===== src/rtl/range_stream_driver.sv =====
`default_nettype none
// ============================================================================
// Module      : range_stream_driver
// Description : Transmit-side companion to the range finder. It accepts one
//               burst of samples over a valid/ready stream and drives the
//               finder's go/data/finish interface with correct framing. After
//               the burst it captures the finder's range and error and returns
//               them, with a saturating beat count, over a result handshake.
//
// Ports       : clock, reset         - clock, asynchronous active-high reset
//               s_data/s_valid/s_last/s_ready
//                                    - sample stream in
//               fd_data/fd_go/fd_finish
//                                    - registered drive to the finder
//               fd_range/fd_error    - finder outputs, sampled after the burst
//               res_range/res_count/res_error/res_timeout/res_valid/res_ready
//                                    - result handshake
//
// Optional    : RANGE_STREAM_DRIVER_TIMEOUT_EN - when defined, a burst that
//               stalls for STALL_LIMIT consecutive cycles mid-stream is closed
//               and reported with res_timeout=1. When undefined, STREAM waits
//               indefinitely and res_timeout is tied 0.
//
// Revision    : 1.0 - initial release
// ============================================================================
module range_stream_driver #(
  parameter int WIDTH       = 16,
  parameter int CNT_W       = 8,
  parameter int STALL_LIMIT = 16
) (
  input  logic             clock,
  input  logic             reset,
  input  logic [WIDTH-1:0] s_data,
  input  logic             s_valid,
  input  logic             s_last,
  output logic             s_ready,
  output logic [WIDTH-1:0] fd_data,
  output logic             fd_go,
  output logic             fd_finish,
  input  logic [WIDTH-1:0] fd_range,
  input  logic             fd_error,
  output logic [WIDTH-1:0] res_range,
  output logic [CNT_W-1:0] res_count,
  output logic             res_error,
  output logic             res_timeout,
  output logic             res_valid,
  input  logic             res_ready
);

  typedef enum logic [2:0] {
    ST_IDLE    = 3'd0,
    ST_STREAM  = 3'd1,
    ST_TAIL    = 3'd2,
    ST_FLUSH   = 3'd3,
    ST_CAPTURE = 3'd4,
    ST_RESULT  = 3'd5
  } state_t;

  state_t           state_q,     state_d;
  logic [WIDTH-1:0] fd_data_q,   fd_data_d;
  logic             fd_go_q,     fd_go_d;
  logic             fd_finish_q, fd_finish_d;
  logic [CNT_W-1:0] count_q,     count_d;
  logic [WIDTH-1:0] res_range_q, res_range_d;
  logic [CNT_W-1:0] res_count_q, res_count_d;
  logic             res_error_q, res_error_d;
  logic             res_valid_q, res_valid_d;

  logic             beat;
  logic [CNT_W-1:0] count_inc;

`ifdef RANGE_STREAM_DRIVER_TIMEOUT_EN
  localparam int STALL_W = $clog2(STALL_LIMIT + 1);
  localparam logic [STALL_W-1:0] STALL_LAST = STALL_W'(STALL_LIMIT - 1);

  logic [STALL_W-1:0] stall_q,       stall_d;
  logic               tmo_q,         tmo_d;
  logic               res_timeout_q, res_timeout_d;

  assign res_timeout = res_timeout_q;
`else
  // STALL_LIMIT only matters when the timeout is built in.
  logic unused_stall_limit;
  assign unused_stall_limit = |STALL_LIMIT;
  assign res_timeout        = 1'b0;
`endif

  assign s_ready   = (state_q == ST_IDLE) || (state_q == ST_STREAM);
  assign beat      = s_valid && s_ready;
  assign count_inc = (count_q == {CNT_W{1'b1}}) ? count_q : count_q + CNT_W'(1);

  assign fd_data   = fd_data_q;
  assign fd_go     = fd_go_q;
  assign fd_finish = fd_finish_q;
  assign res_range = res_range_q;
  assign res_count = res_count_q;
  assign res_error = res_error_q;
  assign res_valid = res_valid_q;

  always_comb begin
    state_d     = state_q;
    fd_data_d   = fd_data_q;
    fd_go_d     = 1'b0;
    fd_finish_d = 1'b0;
    count_d     = count_q;
    res_range_d = res_range_q;
    res_count_d = res_count_q;
    res_error_d = res_error_q;
    res_valid_d = res_valid_q;
`ifdef RANGE_STREAM_DRIVER_TIMEOUT_EN
    stall_d       = stall_q;
    tmo_d         = tmo_q;
    res_timeout_d = res_timeout_q;
`endif

    case (state_q)
      ST_IDLE: begin
        if (beat) begin
          fd_go_d   = 1'b1;
          fd_data_d = s_data;
          count_d   = CNT_W'(1);
`ifdef RANGE_STREAM_DRIVER_TIMEOUT_EN
          stall_d   = '0;
          tmo_d     = 1'b0;
`endif
          // A single-beat burst detours through TAIL so go and finish land
          // in different finder cycles.
          state_d   = s_last ? ST_TAIL : ST_STREAM;
        end
      end

      ST_STREAM: begin
        if (beat) begin
          fd_data_d = s_data;
          count_d   = count_inc;
`ifdef RANGE_STREAM_DRIVER_TIMEOUT_EN
          stall_d   = '0;
`endif
          if (s_last) begin
            fd_finish_d = 1'b1;
            state_d     = ST_FLUSH;
          end
        end
`ifdef RANGE_STREAM_DRIVER_TIMEOUT_EN
        else if (stall_q == STALL_LAST) begin
          // This idle cycle is the STALL_LIMIT-th in a row: close the burst
          // on the held sample, which leaves the finder's max/min unchanged.
          fd_finish_d = 1'b1;
          tmo_d       = 1'b1;
          state_d     = ST_FLUSH;
        end else begin
          stall_d = stall_q + STALL_W'(1);
        end
`endif
      end

      ST_TAIL: begin
        fd_finish_d = 1'b1;
        state_d     = ST_FLUSH;
      end

      ST_FLUSH: begin
        state_d = ST_CAPTURE;
      end

      ST_CAPTURE: begin
        // The finder has consumed finish and now presents max-min.
        res_range_d = fd_range;
        res_error_d = fd_error;
        res_count_d = count_q;
        res_valid_d = 1'b1;
`ifdef RANGE_STREAM_DRIVER_TIMEOUT_EN
        res_timeout_d = tmo_q;
`endif
        state_d     = ST_RESULT;
      end

      ST_RESULT: begin
        if (res_valid_q && res_ready) begin
          res_valid_d = 1'b0;
`ifdef RANGE_STREAM_DRIVER_TIMEOUT_EN
          res_timeout_d = 1'b0;
`endif
          state_d     = ST_IDLE;
        end
      end

      default: begin
        state_d = ST_IDLE;
      end
    endcase
  end

  always_ff @(posedge clock or posedge reset) begin
    if (reset) begin
      state_q     <= ST_IDLE;
      fd_data_q   <= '0;
      fd_go_q     <= 1'b0;
      fd_finish_q <= 1'b0;
      count_q     <= '0;
      res_range_q <= '0;
      res_count_q <= '0;
      res_error_q <= 1'b0;
      res_valid_q <= 1'b0;
    end else begin
      state_q     <= state_d;
      fd_data_q   <= fd_data_d;
      fd_go_q     <= fd_go_d;
      fd_finish_q <= fd_finish_d;
      count_q     <= count_d;
      res_range_q <= res_range_d;
      res_count_q <= res_count_d;
      res_error_q <= res_error_d;
      res_valid_q <= res_valid_d;
    end
  end

`ifdef RANGE_STREAM_DRIVER_TIMEOUT_EN
  always_ff @(posedge clock or posedge reset) begin
    if (reset) begin
      stall_q       <= '0;
      tmo_q         <= 1'b0;
      res_timeout_q <= 1'b0;
    end else begin
      stall_q       <= stall_d;
      tmo_q         <= tmo_d;
      res_timeout_q <= res_timeout_d;
    end
  end
`endif

endmodule
`default_nettype wire


===== config.mk =====
export PLATFORM = sky130hd
export DESIGN_NAME = range_stream_driver
export DESIGN_NICKNAME = d
export VERILOG_FILES = /design/src/rtl/range_stream_driver.sv
export SDC_FILE = /design/constraint.sdc
export NUM_CORES = 1
export LEC_CHECK = 0
export CAP_MARGIN = 20
export CORE_ASPECT_RATIO = 1.1
export CORE_MARGIN = 5
export CORE_UTILIZATION = 44
export CTS_CLUSTER_DIAMETER = 30
export DETAILED_ROUTE_END_ITERATION = 12
export GPL_TIMING_DRIVEN = 0
export PLACE_DENSITY = 0.79
export SYNTH_ARGS = -nofsm -noshare
export SYNTH_HDL_FRONTEND = slang
export SYNTH_SLANG_ARGS = --single-unit

===== constraint.sdc =====
create_clock -name clock -period 2.6 [get_ports clock]
set_clock_uncertainty 0.05 [all_clocks]
set_input_delay 0.78 -clock clock [delete_from_list [all_inputs] [get_ports clock]]
set_output_delay 0.78 -clock clock [all_outputs]
set_load 0.005 [all_outputs]

==> results.ini, run 1 <==
[setup_path]
path_cells = buf_6 > nor2_2 > clkdlybuf4s50_1
r2r_start = count_q[0]
worst-path-buf-inv = 2
crit_type = reg -> out
max_stage_delay_ns = 0.51
worstSetupEndpointType = primary output
cp_max_fo = 10
critPathSlowestCell = clkdlybuf4s50_1
start_kind = flop
crit_family = buffers and inverters
critPathRequiredTime_ns = 1.77
cp-startpoint = state_q[1]
cp.arrival_ns = 1.51

[final_layout]
num-fill-cells = 403
drive_gt1_share_pct = 16.0
antennaDiodeCount = 0
syn2layout_area_growth_pct = 44.6
nets = 332

[synth]
synthesis.area_sq_um = 2310
synth_edf_count = 0
synthArstFlopShare_pct = 100
synth_area_leaders = dfrtp_1, mux2_2, nand2_1
ys_types = 34
synth.most_common_cell = nand2_1
synth_top_cell_area_share_pct = 59.6
netlist_instances = 203
ys_ff_latch = 55
netlist_top_cells_count = nand2_1, dfrtp_1, mux2_2
ys_warn_count = 0
synth.avg_cell_area_sq_um = 11.4
yosysTopAreaCell = dfrtp_1
synth_top_flop_cell = dfrtp_1
ys_seq_area_share_pct = 59.6
synth_nets = 242

[place]
portBuffers = 82
dpl.hpwl_microns = 3680
gp_congestion = 0.864
dp_slack_ns = 0.342

[route]
first_pass_iters = 4
drt_iter0_drc = 40
drc = 0
wl_per_cell_microns = 14.0
finalWirelength_microns = 4910
via_per_inst = 5.11
vias = 1798
drtAntennaViolNets = 0

[global_routing]
grt_usage_pct = 14.8
grt_overflow = 0
grt_pass1_wl_microns = 7970
grt_max_degree = 44
antenna_found_initial = 0
grt_pass1_vias = 1708

[sta]
setup_slack_ns = 0.259
min_period_ns = 2.34
drv_slew = 0
hold_viol_final = 0
max_slew_margin_pct = 66.1
max_freq_ghz = 0.427
tightest_slew_ns = 0.506
rsz0062_at_grt = no
setup_viol = 0
fin_crit_sh_pct = 90.0

[die]
die_h_microns = 86.0
core_area_sq_um = 5070
ios = 84
start_util_pct = 45.6
std_cell_rows = 27
die_area_sq_um = 6800
dieWidth_microns = 79.1

[power]
p_comb_share_pct = 41.9
leakagePower_nw = 1.50
intPower_mw = 2.39
clkPwrFrac_pct = 16.9
seq_power_share_pct = 41.2
ir_worst_vdd_mv = 0.514
sw_frac_of_total_pct = 29.5
power_density_nw_per_um2 = 1020
p_sw_mw = 1.00
power_mw = 3.40

[run_status]
status = complete, no violations

[clock_tree]
cts_hold_buf = 0
cts_buffers = 5
cts_resized = 0
cts-root-buf = clkbuf_8
clkLatencyLatePin_ns = 0.30
cts_setup_buffers = 0
cts_tree = built
ctsHtreeMaxLevel = 2
clock_sinks = 55
ctsLongestPathBuffers = 2
clkSlewWorstSetupHoldPaths_ns = 0.09

[hold_path]
hp-class = reg -> reg
worstHoldStart = fd_data[11]

[job]
maxCapViolCount = 0

kinds of logic (layout without fill, tap and decap cells):
family	count (synthesis)	in the layout	share of synthesized area, %
buffers and inverters	13	104	4.17
adders and majority gates	1	1	0.541
DFF	55	55	59.6
and+or+nand+nor	82	82	16.5
AOI/OAI and AO/OA	26	26	6.93
muxes	25	25	12.2
other	1	1	0.162
flip-flops by register name, summed over array words and instances (netlist names):
register / cells
count_q: 8
fd_data: 16
fd_finish: 1
fd_go: 1
res_count: 8
res_error: 1
res_range: 16
res_valid: 1
state_q: 3
through the flow:
| stage | hold slack, ns | TNS, ns | instance area, sq um | instances | util [%] |
|---|---|---|---|---|---|
| 2_1_floorplan | 0.420 | 0 | 2310 | 203 | - |
| 3_3_place_gp | 0.408 | -32.37 | 3200 | 343 | 63.2 |
| 3_5_place_dp | 0.411 | 0 | 3220 | 344 | 63.6 |
| 4_1_cts | 0.434 | 0 | 3340 | 352 | 66.0 |
| 5_1_grt | 0.452 | 0 | 3340 | 352 | 66.0 |
| 6_report | 0.428 | 0 | 3340 | 352 | 66.0 |
final cells by class:
type	count	area, sq um	share of cell area [%]
clock buffers	6	82.6	2.47
repair buffers	83	841	25.2
multi-input cells	135	838	25.1
inverters	4	17.5	0.524
flip-flops and latches	55	1380	41.2
well taps	58	72.6	2.17
plain buffers	9	78.8	2.36
clock inverters	2	35.0	1.05
path summary, 6_finish.rpt:
kind / endpoint / slack [ns] / cells past startpoint
min in group asynchronous: fd_data[5] / 0.69 / 2
hold / removal: fd_data[11] / 0.43 / 2
setup / recovery: s_ready / 0.26 / 3
setup reg to reg: count_q[4] / 0.82 / 5
max in group asynchronous: state_q[0] / 1.30 / 3
hold reg to reg: fd_data[11] / 0.43 / 2
routing by layer:
| layer | vias to the layer above | track usage, % | routed length, microns |
|---|---|---|---|
| met1 | 865 | 17.1 | 1980 |
| met4 | 0 | 3.44 | 55 |
| li1 | 867 | - | - |
| met5 | - | 0 | 0 |
| met2 | 60 | 26.5 | 2500 |
| met3 | 6 | 4.94 | 380 |
worst reg2reg max path, delay by kind of cell, from the launching register on:
family          cells  cell delay, ns
fa+ha+maj           1            0.27
flops               1            0.48
simple gates        1            0.20
compound gates      3            0.70
power groups by stage:
stage          Clock, mW  Combinational, mW  Sequential (mW)
2_1_floorplan          0              0.606             1.43
3_3_place_gp           0               1.41             1.41
3_5_place_dp           0               1.45             1.42
4_1_cts            0.591               1.45             1.40
5_1_grt            0.631               1.55             1.46
6_report           0.573               1.42             1.40
placed cells by master, fill, tap and decap left out, types with 2 or more instances in the layout:
cell             instances
nand2b_1                 2
o21ai_1                  6
a21oi_1                  6
nand2_1                 59
buf_6                    5
mux2_2                  21
clkdlybuf4s50_1         82
nor3b_4                  2
inv_1                    2
o21ai_0                  5
nand3_1                  6
mux2_1                   4
clkbuf_8                 6
dfrtp_1                 55
nor2_1                   3
buf_2                    3
o31ai_1                  4
Note: power is estimated with default switching activity, not from simulation.
==> run 2, diff against run 1 <==
- CORE_ASPECT_RATIO: 1.1 -> 0.8
==> results.ini, run 2 (synthesis gave the netlist of run 1 again) <==
[clock_tree]
cts_tree = built  ; unchanged
cts-root-buf = clkbuf_8  ; unchanged
clkSlewWorstSetupHoldPaths_ns = 0.08  ; was 0.09 ns
clkLatencyLatePin_ns = 0.30  ; about the same
cts_setup_buffers = 0  ; unchanged
ctsHtreeMaxLevel = 2  ; unchanged
clock_sinks = 55  ; unchanged
cts_hold_buf = 0  ; unchanged
ctsLongestPathBuffers = 2  ; unchanged
cts_resized = 0  ; unchanged
cts_buffers = 5  ; unchanged

[setup_path]
max_stage_delay_ns = 0.51  ; about the same
r2r_start = count_q[0]  ; unchanged
path_depth = 3  ; unchanged
worstSetupEndpointType = primary output  ; unchanged
start_kind = flop  ; unchanged
critPathRequiredTime_ns = 1.77  ; about the same
regToRegEndpoint = count_q[4]  ; unchanged
path_cells = buf_6 > nor2_2 > clkdlybuf4s50_1  ; unchanged
cp.arrival_ns = 1.53  ; was 1.51 ns
crit_family = buffers and inverters  ; unchanged
critPathSlowestCell = clkdlybuf4s50_1  ; unchanged
crit_type = reg -> out  ; unchanged
cp-startpoint = state_q[1]  ; unchanged
worst-path-buf-inv = 2  ; unchanged
rrSetupSlack_ns = 0.83  ; was 0.82 ns
cp_max_fo = 10  ; unchanged
endpoint = s_ready  ; unchanged
r2r_cells = 5  ; unchanged

[final_layout]
final_common_cell = clkdlybuf4s50_1  ; unchanged
antennaDiodeCount = 0  ; unchanged
seqCellArea_sq_um = 1380  ; unchanged
syn2layout_area_growth_pct = 42.9  ; was 44.6%
num-fill-cells = 425  ; was 403
nets = 332  ; unchanged
drive_gt1_share_pct = 15.1  ; was 16.0%
multi_input_area_sq_um = 838  ; unchanged
layout_common_cells = clkdlybuf4s50_1, nand2_1, dfrtp_1  ; unchanged

[die]
start_util_pct = 45.6  ; about the same
dieWidth_microns = 91.0  ; was 79.1 microns
std_cell_rows = 23  ; was 27
core_area_sq_um = 5060  ; was 5070 sq um
die_area_sq_um = 6810  ; was 6800 sq um
ios = 84  ; unchanged
die_h_microns = 74.8  ; was 86.0 microns

[power]
ir_worst_vdd_mv = 0.524  ; was 0.514 mV
seq_power_share_pct = 43.2  ; was 41.2%
leakagePower_nw = 1.47  ; was 1.50 nW
sw_frac_of_total_pct = 30.4  ; was 29.5%
power_density_nw_per_um2 = 985  ; was 1020 nW/um^2
clkPwrFrac_pct = 13.1  ; was 16.9%
p_comb_share_pct = 43.6  ; was 41.9%
intPower_mw = 2.26  ; was 2.39 mW
p_sw_uw = 989  ; was 1.00 mW

[global_routing]
grt_overflow = 0  ; unchanged
antenna_found_initial = 0  ; unchanged
grt_usage_pct = 15.2  ; was 14.8%
grt_pass1_wl_microns = 8210  ; was 7970 microns
grt_max_degree = 41  ; was 44
grt_pass1_vias = 1774  ; was 1708

[sta]
drv_slew = 0  ; unchanged
tightest_slew_ns = 0.506  ; about the same
rsz0062_at_grt = no  ; unchanged
fin_crit_sh_pct = 90.6  ; was 90.0%
whs_ns = 0.427  ; was 0.428 ns
max_freq_ghz = 0.424  ; was 0.427 GHz
setup_viol = 0  ; unchanged
max_slew_margin_pct = 66.2  ; was 66.1%
setup_slack_ns = 0.244  ; was 0.259 ns
hold_viol_final = 0  ; unchanged
min_period_ns = 2.36  ; was 2.34 ns
setup_tns_ns = 0  ; unchanged

[place]
dp_slack_ns = 0.317  ; was 0.342 ns
gp_congestion = 0.842  ; was 0.864
dpl.hpwl_microns = 3670  ; was 3680 microns
portBuffers = 82  ; unchanged

[hold_path]
hp-class = reg -> reg  ; unchanged

[route]
finalWirelength_microns = 4960  ; was 4910 microns
wl_per_cell_microns = 14.0  ; about the same
vias = 1787  ; was 1798
first_pass_iters = 4  ; unchanged
via_per_inst = 5.05  ; was 5.11
drt_iter0_drc = 99  ; was 40
drtAntennaViolNets = 0  ; unchanged
drc = 0  ; unchanged

[job]
maxCapViolCount = 0  ; unchanged

[run_status]
status = complete, no violations  ; unchanged

## run 2: cell count changes in the layout (fill, tap and decap cells not counted), sizes merged
cell / before / now
clkinv: 1 / 0
bufinv: 1 / 0
## run 2: final cells by class
class,instances,share of cell area (%)
inverters,4,0.531
well taps,62,2.35
repair buffers,83,25.5
multi-input cells,135,25.4
plain buffers,9,2.39
flip-flops and latches,55,41.7
clock buffers,6,2.20
## run 2: layer usage
layer	vias to the layer above	GRT usage, %	part of all wire, %	wire, microns
li1	859	-	-	-
met1	847	20.0	44	2200
met2	71	23.1	45	2230
met3	10	5.09	8.9	440
met4	0	7.00	1.8	91
met5	-	0	0	0
## run 2: metrics by stage
| step | util (%) | total power, mW | instances | cell area, sq um |
|---|---|---|---|---|
| final | 65.2 | 3.25 | 354 | 3300 |
| after global routing | 65.2 | 3.48 | 354 | 3300 |
| after CTS | 65.2 | 3.31 | 354 | 3300 |
| after detailed placement | 63.8 | 2.87 | 348 | 3230 |
| after global placement | 63.4 | 2.82 | 347 | 3210 |
| after floorplan | - | 2.03 | 203 | 2310 |
## run 2: power by group through the flow
stage          registers, mW  logic [mW]  clock network [mW]
2_1_floorplan           1.43       0.606                   0
3_3_place_gp            1.41        1.41                   0
3_5_place_dp            1.43        1.44                   0
4_1_cts                 1.41        1.45               0.452
5_1_grt                 1.46        1.55               0.473
6_report                1.41        1.42               0.427
## run 2: worst min path at each step
stage | start | cells past startpoint | end | slack (ns)
after floorplan | fd_data[0] | 2 | fd_data[0] | 0.42
after global placement | fd_data[7] | 2 | fd_data[7] | 0.41
after detailed placement | fd_data[7] | 2 | fd_data[7] | 0.41
after CTS | fd_data[7] | 2 | fd_data[7] | 0.43
after global routing | fd_data[7] | 2 | fd_data[7] | 0.45
final | fd_data[7] | 2 | fd_data[7] | 0.43
## run 2: tightest hold or removal path, cell delays in order (launching register included)
cell and delay, ns:
dfrtp_1 0.34, nand2_1 0.05, nand2_1 0.06
==> run 3, diff against run 2 <==
--- a/config.mk
+++ b/config.mk
@@ -10,7 +10,8 @@
 export CORE_MARGIN = 5
-export CORE_UTILIZATION = 44
+export CORE_UTILIZATION = 55
 export CTS_CLUSTER_DIAMETER = 30
 export DETAILED_ROUTE_END_ITERATION = 12
+export DONT_BUFFER_PORTS = 1
 export GPL_TIMING_DRIVEN = 0
-export PLACE_DENSITY = 0.79
+export PLACE_DENSITY = 0.7
 export SYNTH_ARGS = -nofsm -noshare
==> constraint.sdc (replaced) <==
create_clock -name clock -period 2.6 [get_ports clock]
set_clock_uncertainty 0.05 [all_clocks]
set_input_delay 0.39 -clock clock [delete_from_list [all_inputs] [get_ports clock]]
set_output_delay 0.39 -clock clock [all_outputs]
set_load 0.005 [all_outputs]
==> results.ini, run 3 (synthesis gave the netlist of run 1 again) <==
[place]
portBuffers = 0  ; was 82
gp_congestion = 0.842  ; about the same
dpl.hpwl_microns = 3520  ; was 3670 microns
placed_cells = 261  ; was 348

[clock_tree]
cts_setup_buffers = 0  ; unchanged
cts_tree = built  ; unchanged
ctsLongestPathBuffers = 2  ; unchanged
clock_sinks = 55  ; unchanged
cts-root-buf = clkbuf_8  ; unchanged
ctsHtreeMaxLevel = 2  ; unchanged
cts_buffers = 5  ; unchanged
clkSlewWorstSetupHoldPaths_ns = 0.10  ; was 0.08 ns
clkLatencyLatePin_ns = 0.30  ; about the same

[sta]
max_freq_ghz = 0.583  ; was 0.424 GHz
setup_viol = 0  ; unchanged
min_period_ns = 1.71  ; was 2.36 ns
setup_tns_ns = 0  ; unchanged
hold_viol_final = 0  ; unchanged
rsz0062_at_grt = no  ; unchanged
fin_crit_sh_pct = 65.9  ; was 90.6%
drv_slew = 0  ; unchanged

[run_status]
status = complete, no violations  ; unchanged

[route]
first_pass_iters = 4  ; unchanged
wl_met2_microns = 2330  ; was 2230 microns
drt_iter0_drc = 131  ; was 99
wl_met3_microns = 379  ; was 440 microns
finalWirelength_microns = 4650  ; was 4960 microns
top_layer_used = met4  ; unchanged
vias = 1527  ; was 1787
drtAntennaViolNets = 0  ; unchanged
via_per_inst = 5.66  ; was 5.05
wl_per_cell_microns = 17.2  ; was 14.0 microns
met1_length_microns = 1840  ; was 2200 microns
drc = 0  ; unchanged

[job]
maxCapViolCount = 0  ; unchanged

[die]
std_cell_rows = 21  ; was 23
start_util_pct = 56.0  ; was 45.6%
die_area_sq_um = 5610  ; was 6810 sq um
core_area_sq_um = 4130  ; was 5060 sq um
die_h_microns = 68.0  ; was 74.8 microns
ios = 84  ; unchanged
dieWidth_microns = 82.5  ; was 91.0 microns

[setup_path]
worst-path-buf-inv = 0  ; was 2
max_stage_delay_ns = 0.48  ; was 0.51 ns
crit_family = compound AO/OA/AOI/OAI gates  ; was buffers and inverters
cp_max_fo = 7  ; was 10
critPathSlowestCell = dfrtp_1  ; was clkdlybuf4s50_1
worstSetupEndpointType = flop  ; was primary output
crit_type = reg -> reg  ; was reg -> out
cp.arrival_ns = 1.87  ; was 1.53 ns
path_cells = ha_1 > nand4_1 > o31ai_2 > o21ai_1 > o31ai_1  ; was buf_6 > nor2_2 > clkdlybuf4s50_1
start_kind = flop  ; unchanged
critPathRequiredTime_ns = 2.76  ; was 1.77 ns

[power]
power_density_nw_per_um2 = 1080  ; was 985 nW/um^2
power_mw = 2.71  ; was 3.25 mW
leakagePower_nw = 1.18  ; was 1.47 nW
ir_worst_vdd_mv = 0.611  ; was 0.524 mV

[hold_path]
hp-class = in -> reg  ; was reg -> reg

[global_routing]
grt_pass1_vias = 1603  ; was 1774
antenna_found_initial = 0  ; unchanged
grt_max_degree = 40  ; was 41
grt_usage_pct = 17.7  ; was 15.2%
grt_overflow = 0  ; unchanged
grt_pass1_wl_microns = 7350  ; was 8210 microns

[final_layout]
stdcell_count = 270  ; was 354
antennaDiodeCount = 0  ; unchanged
drive_gt1_share_pct = 21.6  ; was 15.1%
layout_common_cells = nand2_1, dfrtp_1, mux2_2  ; was clkdlybuf4s50_1, nand2_1, dfrtp_1
syn2layout_area_growth_pct = 8.50  ; was 42.9%
utilization_pct = 60.8  ; was 65.2%
num-fill-cells = 350  ; was 425
final_common_cell = nand2_1  ; was clkdlybuf4s50_1
nets = 251  ; was 332

==> run 3: cell types whose count changed in the layout (fill, tap and decap cells not counted), sizes merged <==
cell | before | now
clkdlybuf4s50 | 82 | 0
clkbuf | 6 | 7
clkinv | 0 | 1
dlygate4sd3 | 0 | 1
==> run 3: per-layer routing <==
metal	vias up	track usage, %
met5	-	0
met4	0	8.51
met3	9	5.39
met2	66	28.4
met1	749	21.9
li1	703	-
==> run 3: cell type report <==
cell class / instances / area (sq um) / share of cell area (%)
Timing Repair Buffer: 2 / 30.0 / 1.20
Multi-Input combinational cell: 135 / 838 / 33.4
Clock inverter: 1 / 8.76 / 0.349
Inverter: 4 / 17.5 / 0.699
Clock buffer: 7 / 86.3 / 3.44
Buffer: 9 / 78.8 / 3.14
Tap cell: 57 / 71.3 / 2.84
Sequential cell: 55 / 1380 / 54.9
==> run 3: through the flow <==
| step | setup WS, ns | hold slack [ns] | instance area (sq um) |
|---|---|---|---|
| global placement | 0.371 | 0.442 | 2380 |
| floorplan | 0.817 | 0.420 | 2310 |
| finish | 0.886 | 0.137 | 2510 |
| global route | 0.684 | 0.126 | 2510 |
| detailed placement | 0.910 | 0.225 | 2400 |
| CTS | 0.899 | 0.124 | 2510 |
==> run 3: repair_timing <==
action | 4_1_cts | 5_1_grt
hold endpoints to repair | 16 | 0
hold buffers | 1 | 0
resized for setup | 0 | 0
==> run 3: final timing paths <==
kind,from,to,slack [ns],cells after the start
min,s_data[15],fd_data[15],0.14,2
max in group asynchronous,reset,state_q[0],1.51,3
max,count_q[1],count_q[4],0.89,5
max reg2reg,count_q[1],count_q[4],0.89,5
min reg2reg,fd_data[12],fd_data[12],0.46,2
min in group asynchronous,reset,fd_data[1],0.46,2
==> run 3: report_power, final <==
group	switching (mW)	total [mW]	internal, mW
combinational	0.377	0.725	0.347
sequential	0.306	1.50	1.20
clock	0.260	0.479	0.219
total	0.943	2.71	1.76
